`src/rtl/dmem_store_buffer.sv`:
```
// rtl/dmem_store_buffer.sv - posted-write store buffer with store-to-load forwarding (optional: DMEM_STORE_MERGE_EN)
module dmem_store_buffer #(
  parameter int DEPTH  = 4,
  parameter int ADDR_W = 32,
  parameter int DATA_W = 32
) (
  input  logic              clk,
  input  logic              rst,
  input  logic              memw_m,
  input  logic [ADDR_W-1:0] m_address,
  input  logic [DATA_W-1:0] m_data,
  output logic [DATA_W-1:0] input_data,
  output logic [ADDR_W-1:0] mem_rd_addr,
  input  logic [DATA_W-1:0] mem_rd_data,
  output logic              mem_wr_valid,
  input  logic              mem_wr_ready,
  output logic [ADDR_W-1:0] mem_wr_addr,
  output logic [DATA_W-1:0] mem_wr_data,
  output logic              full,
  output logic              empty,
  output logic              overflow
);

  localparam int PW = $clog2(DEPTH);

  logic [PW-1:0]     wr_ptr_q, wr_ptr_d;
  logic [PW-1:0]     rd_ptr_q, rd_ptr_d;
  logic [PW:0]       count_q, count_d;
  logic              overflow_q, overflow_d;
  logic [ADDR_W-1:0] addr_q [DEPTH];
  logic [DATA_W-1:0] data_q [DEPTH];

  logic              pop;
  logic              push;
  logic              merge_hit;
  logic [PW-1:0]     fwd_idx;
`ifdef DMEM_STORE_MERGE_EN
  logic [PW-1:0]     merge_idx;
  logic [PW-1:0]     scan_idx;
`endif

  // Status and write-port outputs decode registered state only, so valid never sees ready.
  assign empty        = (count_q == '0);
  assign full         = (count_q == (PW+1)'(DEPTH));
  assign overflow     = overflow_q;
  assign mem_wr_valid = !empty;
  assign mem_wr_addr  = addr_q[rd_ptr_q];
  assign mem_wr_data  = data_q[rd_ptr_q];
  assign mem_rd_addr  = m_address;

  // Forwarding: walk oldest to newest so the newest matching valid entry wins.
  always_comb begin
    input_data = mem_rd_data;
    fwd_idx    = rd_ptr_q;
    for (int i = 0; i < DEPTH; i++) begin
      fwd_idx = rd_ptr_q + PW'(i);
      if (((PW+1)'(i) < count_q) &&
          (addr_q[fwd_idx][ADDR_W-1:2] == m_address[ADDR_W-1:2])) begin
        input_data = data_q[fwd_idx];
      end
    end
  end

`ifdef DMEM_STORE_MERGE_EN
  // Merge lookup skips the head, which may already be in a RAM handshake.
  always_comb begin
    merge_hit = 1'b0;
    merge_idx = '0;
    scan_idx  = rd_ptr_q;
    for (int i = 1; i < DEPTH; i++) begin
      scan_idx = rd_ptr_q + PW'(i);
      if (memw_m && ((PW+1)'(i) < count_q) &&
          (addr_q[scan_idx][ADDR_W-1:2] == m_address[ADDR_W-1:2])) begin
        merge_hit = 1'b1;
        merge_idx = scan_idx;
      end
    end
  end
`else
  assign merge_hit = 1'b0;
`endif

  // Enqueue/pop decisions and next-state pointer/count/overflow.
  always_comb begin
    pop        = mem_wr_valid && mem_wr_ready;
    push       = memw_m && !merge_hit && (!full || pop);
    wr_ptr_d   = wr_ptr_q;
    rd_ptr_d   = rd_ptr_q;
    count_d    = count_q;
    overflow_d = overflow_q;
    if (push) wr_ptr_d = wr_ptr_q + 1'b1;
    if (pop)  rd_ptr_d = rd_ptr_q + 1'b1;
    unique case ({push, pop})
      2'b10:   count_d = count_q + 1'b1;
      2'b01:   count_d = count_q - 1'b1;
      default: count_d = count_q;
    endcase
    if (memw_m && !merge_hit && full && !pop) overflow_d = 1'b1;
  end

  // Control state register; reset discards every buffered store.
  always_ff @(posedge clk or negedge rst) begin
    if (!rst) begin
      wr_ptr_q   <= '0;
      rd_ptr_q   <= '0;
      count_q    <= '0;
      overflow_q <= 1'b0;
    end else begin
      wr_ptr_q   <= wr_ptr_d;
      rd_ptr_q   <= rd_ptr_d;
      count_q    <= count_d;
      overflow_q <= overflow_d;
    end
  end

  // Entry storage; validity comes from count, so payload needs no reset.
  always_ff @(posedge clk) begin
    if (push) begin
      addr_q[wr_ptr_q] <= m_address;
      data_q[wr_ptr_q] <= m_data;
    end
`ifdef DMEM_STORE_MERGE_EN
    else if (merge_hit) begin
      addr_q[merge_idx] <= m_address;
      data_q[merge_idx] <= m_data;
    end
`endif
  end

endmodule

```
`config.mk`:
```
export PLATFORM = sky130hd
export DESIGN_NAME = dmem_store_buffer
export DESIGN_NICKNAME = d
export VERILOG_FILES = /design/src/rtl/dmem_store_buffer.sv
export SDC_FILE = /design/constraint.sdc
export NUM_CORES = 1
export LEC_CHECK = 0
export BUFFER_PORTS_ARGS = -buffer_cell sky130_fd_sc_hd__clkbuf_2
export CAP_MARGIN = 20
export CORE_MARGIN = 2
export CORE_UTILIZATION = 45
export CTS_CLUSTER_SIZE = 25
export DETAILED_ROUTE_END_ITERATION = 10
export SKIP_LAST_GASP = 1
export SLEW_MARGIN = 20
export SYNTH_ARGS = -nofsm -noshare
export SYNTH_HDL_FRONTEND = slang
export SYNTH_SLANG_ARGS = --single-unit
```
`constraint.sdc`:
```
create_clock -name clk -period 7.2 [get_ports clk]
set_input_delay 1.08 -clock clk [delete_from_list [all_inputs] [get_ports clk]]
set_output_delay 1.08 -clock clk [all_outputs]
set_load 0.01 [all_outputs]
```
==> flow_summary.json, run 1 <==
{
  "outcome": "completed",
  "grt_use_met3_pct": 3.36,
  "muxShareOfSynthArea_pct": 23.5,
  "min_path_type": "input port to asynchronous set/reset pin",
  "async_flop_share_pct": 3.03,
  "synth_ff_type": "edfxtp_1",
  "drcViolationCount": 0,
  "cp_max_fo": 73,
  "gp_congestion": 0.914,
  "grt_max_degree": 74,
  "syn_area_mm2": 0.0171,
  "clk_pin_slew_ns": 0.06,
  "row_count": 71,
  "syn-num-nets": 1539,
  "start_kind": "flip-flop",
  "die_area_mm2": 0.0397,
  "grt_pass1_vias": 12100,
  "die_w_um": 199,
  "setup_violations": 0,
  "ys_seq_area_share_pct": 46.0,
  "cts_setup_buffers": 0,
  "p_leak_uw": 0.00718,
  "drive_gt1_share_pct": 29.2,
  "placed_area_mm2": 0.0184,
  "viasPerCell": 5.96,
  "layout_min_cycle_time_ns": 6.31,
  "cts_tree": "yes",
  "placed_cells_incl_taps": 2052,
  "synth_edf_count": 256,
  "slowest_delay_ns": 0.91,
  "hold_viol": 0,
  "ant_nets": 0,
  "crit_required_ns": 6.12,
  "clock.fmax_mhz": 158,
  "maxCapViolCount": 0,
  "start_util_pct": 45.6,
  "yosys_warnings": 0,
  "grt_usage_pct": 24.3,
  "max-vdd-ir-drop_mv": 0.226,
  "detail_route.wl_per_cell_um": 23.1,
  "clockRootBuffer": "clkbuf_16",
  "fin_setup_tns_ns": 0,
  "worstSetupPathType": "flip-flop to output port",
  "synth_seq_cells": 264,
  "numPortBuffers": 231,
  "antenna_found_initial": 0,
  "end_kind": "output port",
  "clkLatencyLatePin_ns": 0.57,
  "yosys.area_share.simple_pct": 9.38,
  "cts_buffers": 29,
  "busiest_layer": "met2",
  "antenna_cells": 0,
  "synth_compound_area_share_pct": 10.0,
  "post-route-period-util_pct": 87.7,
  "grt_use_met1_pct": 34.4,
  "worst_pin_slew_ns": 0.991,
  "grt_overflow": 0,
  "fillers": 3316,
  "core_mm2": 0.0376,
  "die_y_um": 199,
  "nets": 1680,
  "pin_count": 232,
  "vias": 12600,
  "cp.arrival_ns": 5.23,
  "clockBufferDepth": 3,
  "path_cells": "buf_12 -> mux4_2 -> xor2_1 -> nor4b_1 -> nand4bb_1 -> or3_1 -> nor2_4 -> buf_4 -> a211oi_2 -> clkbuf_2",
  "power_density_mw_per_mm2": 393,
  "hold_buffers": 0,
  "yosysUniqueCellTypes": 69,
  "synthXorXnorAreaFrac_pct": 5.21,
  "dp_hpwl_um": 33600,
  "grt_pass1_wl_um": 73000,
  "final_cell_area_mm2": 0.0193,
  "grt_setup_unrepaired": "false",
  "slew_violations": 0,
  "ctsResizeCount": 0,
  "final_core_util_pct": 51.3,
  "cts.sinks": 264,
  "area_delta_synth_final_pct": 12.4,
  "synth_cells": 1431,
  "wl_um": 48700,
  "synth.avg_cell_area_um2": 12.0,
  "slowest_stage": "dfrtp_4",
  "fin_cells": 2105,
  "use_met2_pct": 39.1,
  "skew_ns": 0.0223,
  "final_common_cell": "edfxtp_1",
  "slew_headroom_pct": 33.8,
  "final_cell_mix": "256 x edfxtp_1, 231 x clkbuf_2, 193 x mux2i_1",
  "drt-pass1-iter-count": 5,
  "synthAdderAreaFrac_pct": 0.643,
  "h-tree-depth": 1,
  "synth_top_family_by_area": "multiplexers",
  "dr.first_iter.drc_count": 999
}
-- routing by layer --
metal / vias to the layer above / routed length, µm
met5: - / 0
met4: 0 / 1210
met3: 82 / 3220
met2: 484 / 22800
met1: 6246 / 21500
li1: 5739 / -
-- where the power goes --
part | switching, µW | internal [µW]
registers | 274 | 2030
logic | 2280 | 1570
clock network | 610 | 799
total | 3160 | 4400
-- cell families after synthesis --
family                   count (synthesis)
multiplexers                           335
AND/OR/NAND/NOR                        329
flip-flops                             264
AO/OA/AOI/OAI                          232
buffers and inverters                  160
XOR/XNOR                               102
adder cells (fa/ha/maj)                  9
-- Yosys cell counts (5+ instances only) --
library cell  number  share of area (%)
a211oi_1           7               0.31
a211oi_2          31                2.3
a21oi_1           27               0.79
a221oi_1           5               0.26
a31oi_1            5               0.18
and2_1             7               0.26
buf_1             17               0.37
buf_2             29               0.85
buf_4             39                1.7
buf_6             11               0.72
clkbuf_1          50                1.1
dfrtp_1            8                1.2
edfxtp_1         256                 45
ha_1               8               0.58
inv_1             10               0.22
mux2_1            31                2.0
mux2_2            67                4.4
mux2i_1          193                 11
mux4_2            42                5.5
nand2_1           92                2.0
nand2b_1           6               0.22
nand3_1           34               0.99
nand3b_1           9               0.39
nand4_1           41                1.5
nor2_1           101                2.2
nor2b_1            8               0.29
nor3_1             7               0.20
nor4_1            10               0.37
o2111ai_1          5               0.26
o211ai_1          36                1.6
o21ai_0           37                1.1
o21ai_1           32               0.93
o221ai_1           6               0.31
o22ai_1            7               0.26
xnor2_1           61                3.1
xor2_1            41                2.1
-- path summary, 6_finish.rpt --
path                       slack, ns                       to               startpoint  cells after the start
setup / recovery                0.89           input_data[23]  rd_ptr_q[0]$_DFFE_PN0P_                     10
hold / removal                  0.37     overflow$_DFFE_PN0P_                      rst                      1
setup reg to reg                4.10  addr_q[3][26]$_DFFE_PP_   count_q[1]$_DFFE_PN0P_                      7
hold reg to reg                 0.47     overflow$_DFFE_PN0P_     overflow$_DFFE_PN0P_                      1
max in group asynchronous       6.60  rd_ptr_q[1]$_DFFE_PN0P_                      rst                      1
min in group clk                0.47     overflow$_DFFE_PN0P_     overflow$_DFFE_PN0P_                      1
-- worst max-delay path, delay by kind of cell (launching register included) --
family                 cells  cell delay [ns]
AO/OA/AOI/OAI              1             0.11
XOR/XNOR                   1             0.17
AND/OR/NAND/NOR            4             1.94
flip-flops                 1             0.91
multiplexers               1             0.56
buffers and inverters      3             0.94
-- final cells by class --
type	instances	area (µm²)	share of cell area, %
flip-flops and latches	264	7900	41.0
well taps	511	639	3.32
multi-input cells	1007	8390	43.6
inverters	11	43.8	0.227
clock inverters	19	123	0.637
clock buffers	34	774	4.02
repair buffers	259	1390	7.22
-- stage by stage --
step | hold WS [ns] | setup WS [ns] | total power, µW
2_1_floorplan | 0.493 | 2.64 | 5070
3_3_place_gp | 0.437 | 1.59 | 6140
6_report | 0.375 | 0.885 | 7570
4_1_cts | 0.357 | 0.915 | 7590
5_1_grt | 0.368 | 0.570 | 7990
3_5_place_dp | 0.464 | 1.52 | 6170
-- state kept, by name, summed over array words and instances, names as in the netlist --
name,cells
count_q,3
wr_ptr_q,2
overflow,1
rd_ptr_q,2
addr_q,128
data_q,128
(Power assumes the default switching activity.)
==> inputs of run 2 (changes only) <==
--- a/config.mk
+++ b/config.mk
@@ -7,10 +7,13 @@
 export LEC_CHECK = 0
 export BUFFER_PORTS_ARGS = -buffer_cell sky130_fd_sc_hd__clkbuf_2
 export CAP_MARGIN = 20
+export CELL_PAD_IN_SITES_DETAIL_PLACEMENT = 0
+export CELL_PAD_IN_SITES_GLOBAL_PLACEMENT = 1
 export CORE_MARGIN = 2
 export CORE_UTILIZATION = 45
 export CTS_CLUSTER_SIZE = 25
 export DETAILED_ROUTE_END_ITERATION = 10
+export PLACE_DENSITY_LB_ADDON = 0.1
 export SKIP_LAST_GASP = 1
 export SLEW_MARGIN = 20
 export SYNTH_ARGS = -nofsm -noshare
==> constraint.sdc (replaced) <==
create_clock -name clk -period 5.91 [get_ports clk]
set_input_delay 0.8865 -clock clk [delete_from_list [all_inputs] [get_ports clk]]
set_output_delay 0.8865 -clock clk [all_outputs]
set_load 0.01 [all_outputs]
==> flow_summary.json, run 2 (synthesized netlist as in run 1, its figures left out) <==
{
  "rr_worst_depth": 7,
  "grt_usage_pct": 25.3,
  "grt_max_degree": 44,
  "top_regs": "addr_q (128), data_q (128), count_q (3)",
  "maxCapViolCount": 0,
  "min_path_type": "input port to asynchronous set/reset pin",
  "grt_pass1_wl_um": 75200,
  "crit_family": "simple AND/OR/NAND/NOR gates",
  "die_area_mm2": 0.0397,
  "drcViolationCount": 0,
  "clock.fmax_mhz": 175,
  "antenna_found_initial": 3,
  "slowest_stage": "dfrtp_4",
  "cts.sinks": 264,
  "final_cell_mix": "256 x edfxtp_1, 231 x clkbuf_2, 193 x mux2i_1",
  "clockBufferDepth": 3,
  "die_w_um": 199,
  "layout_min_cycle_time_ns": 5.70,
  "dr.first_iter.drc_count": 868,
  "detail_route.wl_per_cell_um": 23.7,
  "worst_pin_slew_ns": 0.805,
  "clockRootBuffer": "clkbuf_16",
  "fin_cells": 2126,
  "skew_ns": 0.0207,
  "grt_setup_unrepaired": "false",
  "crit_required_ns": 5.02,
  "drive_gt1_share_pct": 29.8,
  "row_count": 71,
  "start_util_pct": 45.6,
  "dp_hpwl_um": 34400,
  "multiInputGateArea_mm2": 0.00839,
  "vias": 12600,
  "fin_setup_tns_ns": 0,
  "start_kind": "flip-flop",
  "final_cell_area_mm2": 0.0196,
  "nets": 1696,
  "placed_cells_incl_taps": 2066,
  "die_y_um": 199,
  "max-vdd-ir-drop_mv": 0.277,
  "cp-endpoint": "input_data[25]",
  "h-tree-depth": 1,
  "clkLatencyLatePin_ns": 0.58,
  "cp.depth": 12,
  "numPortBuffers": 231,
  "clk_pin_slew_ns": 0.06,
  "area_delta_synth_final_pct": 14.3,
  "path_cells": "buf_4 -> mux4_2 -> xor2_1 -> nor4_1 -> and4_1 -> nand4_1 -> or3_1 -> o311ai_4 -> buf_12 -> o21ai_1 -> a211oi_2 -> clkbuf_2",
  "ctsResizeCount": 0,
  "slowest_delay_ns": 0.79,
  "rr_startpoint": "count_q[1]$_DFFE_PN0P_",
  "ant_nets": 0,
  "cp_max_fo": 37,
  "final_core_util_pct": 52.1,
  "outcome": "completed",
  "wl_um": 50300,
  "placed_area_mm2": 0.0185,
  "final_common_cell": "edfxtp_1",
  "core_mm2": 0.0376,
  "finalPower_uw": 9560,
  "regArea_mm2": 0.00790,
  "hold_buffers": 0,
  "cts_buffers": 31,
  "viasPerCell": 5.92,
  "hold_viol": 0,
  "cts_setup_buffers": 0,
  "cp.arrival_ns": 4.81,
  "slew_violations": 0,
  "fillers": 3347,
  "p_leak_uw": 0.00733,
  "power_density_mw_per_mm2": 488,
  "drt-pass1-iter-count": 7,
  "end_kind": "output port",
  "cts_tree": "yes",
  "crit_buf_inv": 3,
  "worstSetupPathType": "flip-flop to output port",
  "pin_count": 232,
  "grt_overflow": 0,
  "slew_headroom_pct": 46.3,
  "gp_congestion": 0.907,
  "grt_pass1_vias": 12300,
  "post-route-period-util_pct": 96.5,
  "setup_violations": 0,
  "critPathLaunch": "rd_ptr_q[0]$_DFFE_PN0P_",
  "r2r_slack_ns": 2.71,
  "reg2reg_to": "data_q[1][1]$_DFFE_PP_"
}
==> run 2: cell types whose count changed in the layout (fill, tap and decap cells not counted) <==
cell and change:
buf_12 +4, buf_4 +9, buf_6 +1, bufinv_16 +4, clkbuf_1 +6, clkbuf_16 +2
clkinv_1 -3, clkinv_2 -5, diode_2 +2, inv_8 +1
==> run 2: worst min-delay path by stage <==
stage | endpoint | slack (ns) | from
after floorplan | overflow$_DFFE_PN0P_ | 0.49 | overflow$_DFFE_PN0P_
after global placement | overflow$_DFFE_PN0P_ | 0.47 | overflow$_DFFE_PN0P_
after detailed placement | overflow$_DFFE_PN0P_ | 0.48 | overflow$_DFFE_PN0P_
after CTS | overflow$_DFFE_PN0P_ | 0.15 | rst
after global routing | wr_ptr_q[0]$_DFFE_PN0P_ | 0.15 | rst
final | overflow$_DFFE_PN0P_ | 0.16 | rst
==> run 2: layout make-up <==
type,instances,area share [%]
multi-input combinational,1007,42.8
clock buffer,42,4.32
sequential,264,40.3
inverter,11,0.224
clock inverter,16,1.11
timing repair buffer,273,7.91
antenna,2,0.0255
tap,511,3.26
==> run 2: layer usage <==
| metal | GRT usage (%) | vias up | part of all wire [%] |
|---|---|---|---|
| li1 | - | 5787 | - |
| met1 | 36.3 | 6236 | 45 |
| met2 | 39.9 | 478 | 46 |
| met3 | 4.27 | 82 | 7.0 |
| met4 | 6.38 | 4 | 2.2 |
| met5 | 0 | - | 0.060 |
==> run 2: power by group <==
group	internal [µW]	total, µW	switching (µW)
clock	1220	1990	769
combinational	1950	4810	2860
sequential	2470	2750	280
total	5650	9560	3910
==> run 2: metrics by stage <==
| stage | hold slack (ns) | setup WS [ns] |
|---|---|---|
| 3_5_place_dp | 0.477 | 0.743 |
| 4_1_cts | 0.147 | 0.144 |
| 3_3_place_gp | 0.466 | 0.778 |
| 5_1_grt | 0.155 | 0.0413 |
| 6_report | 0.157 | 0.210 |
| 2_1_floorplan | 0.493 | 1.70 |
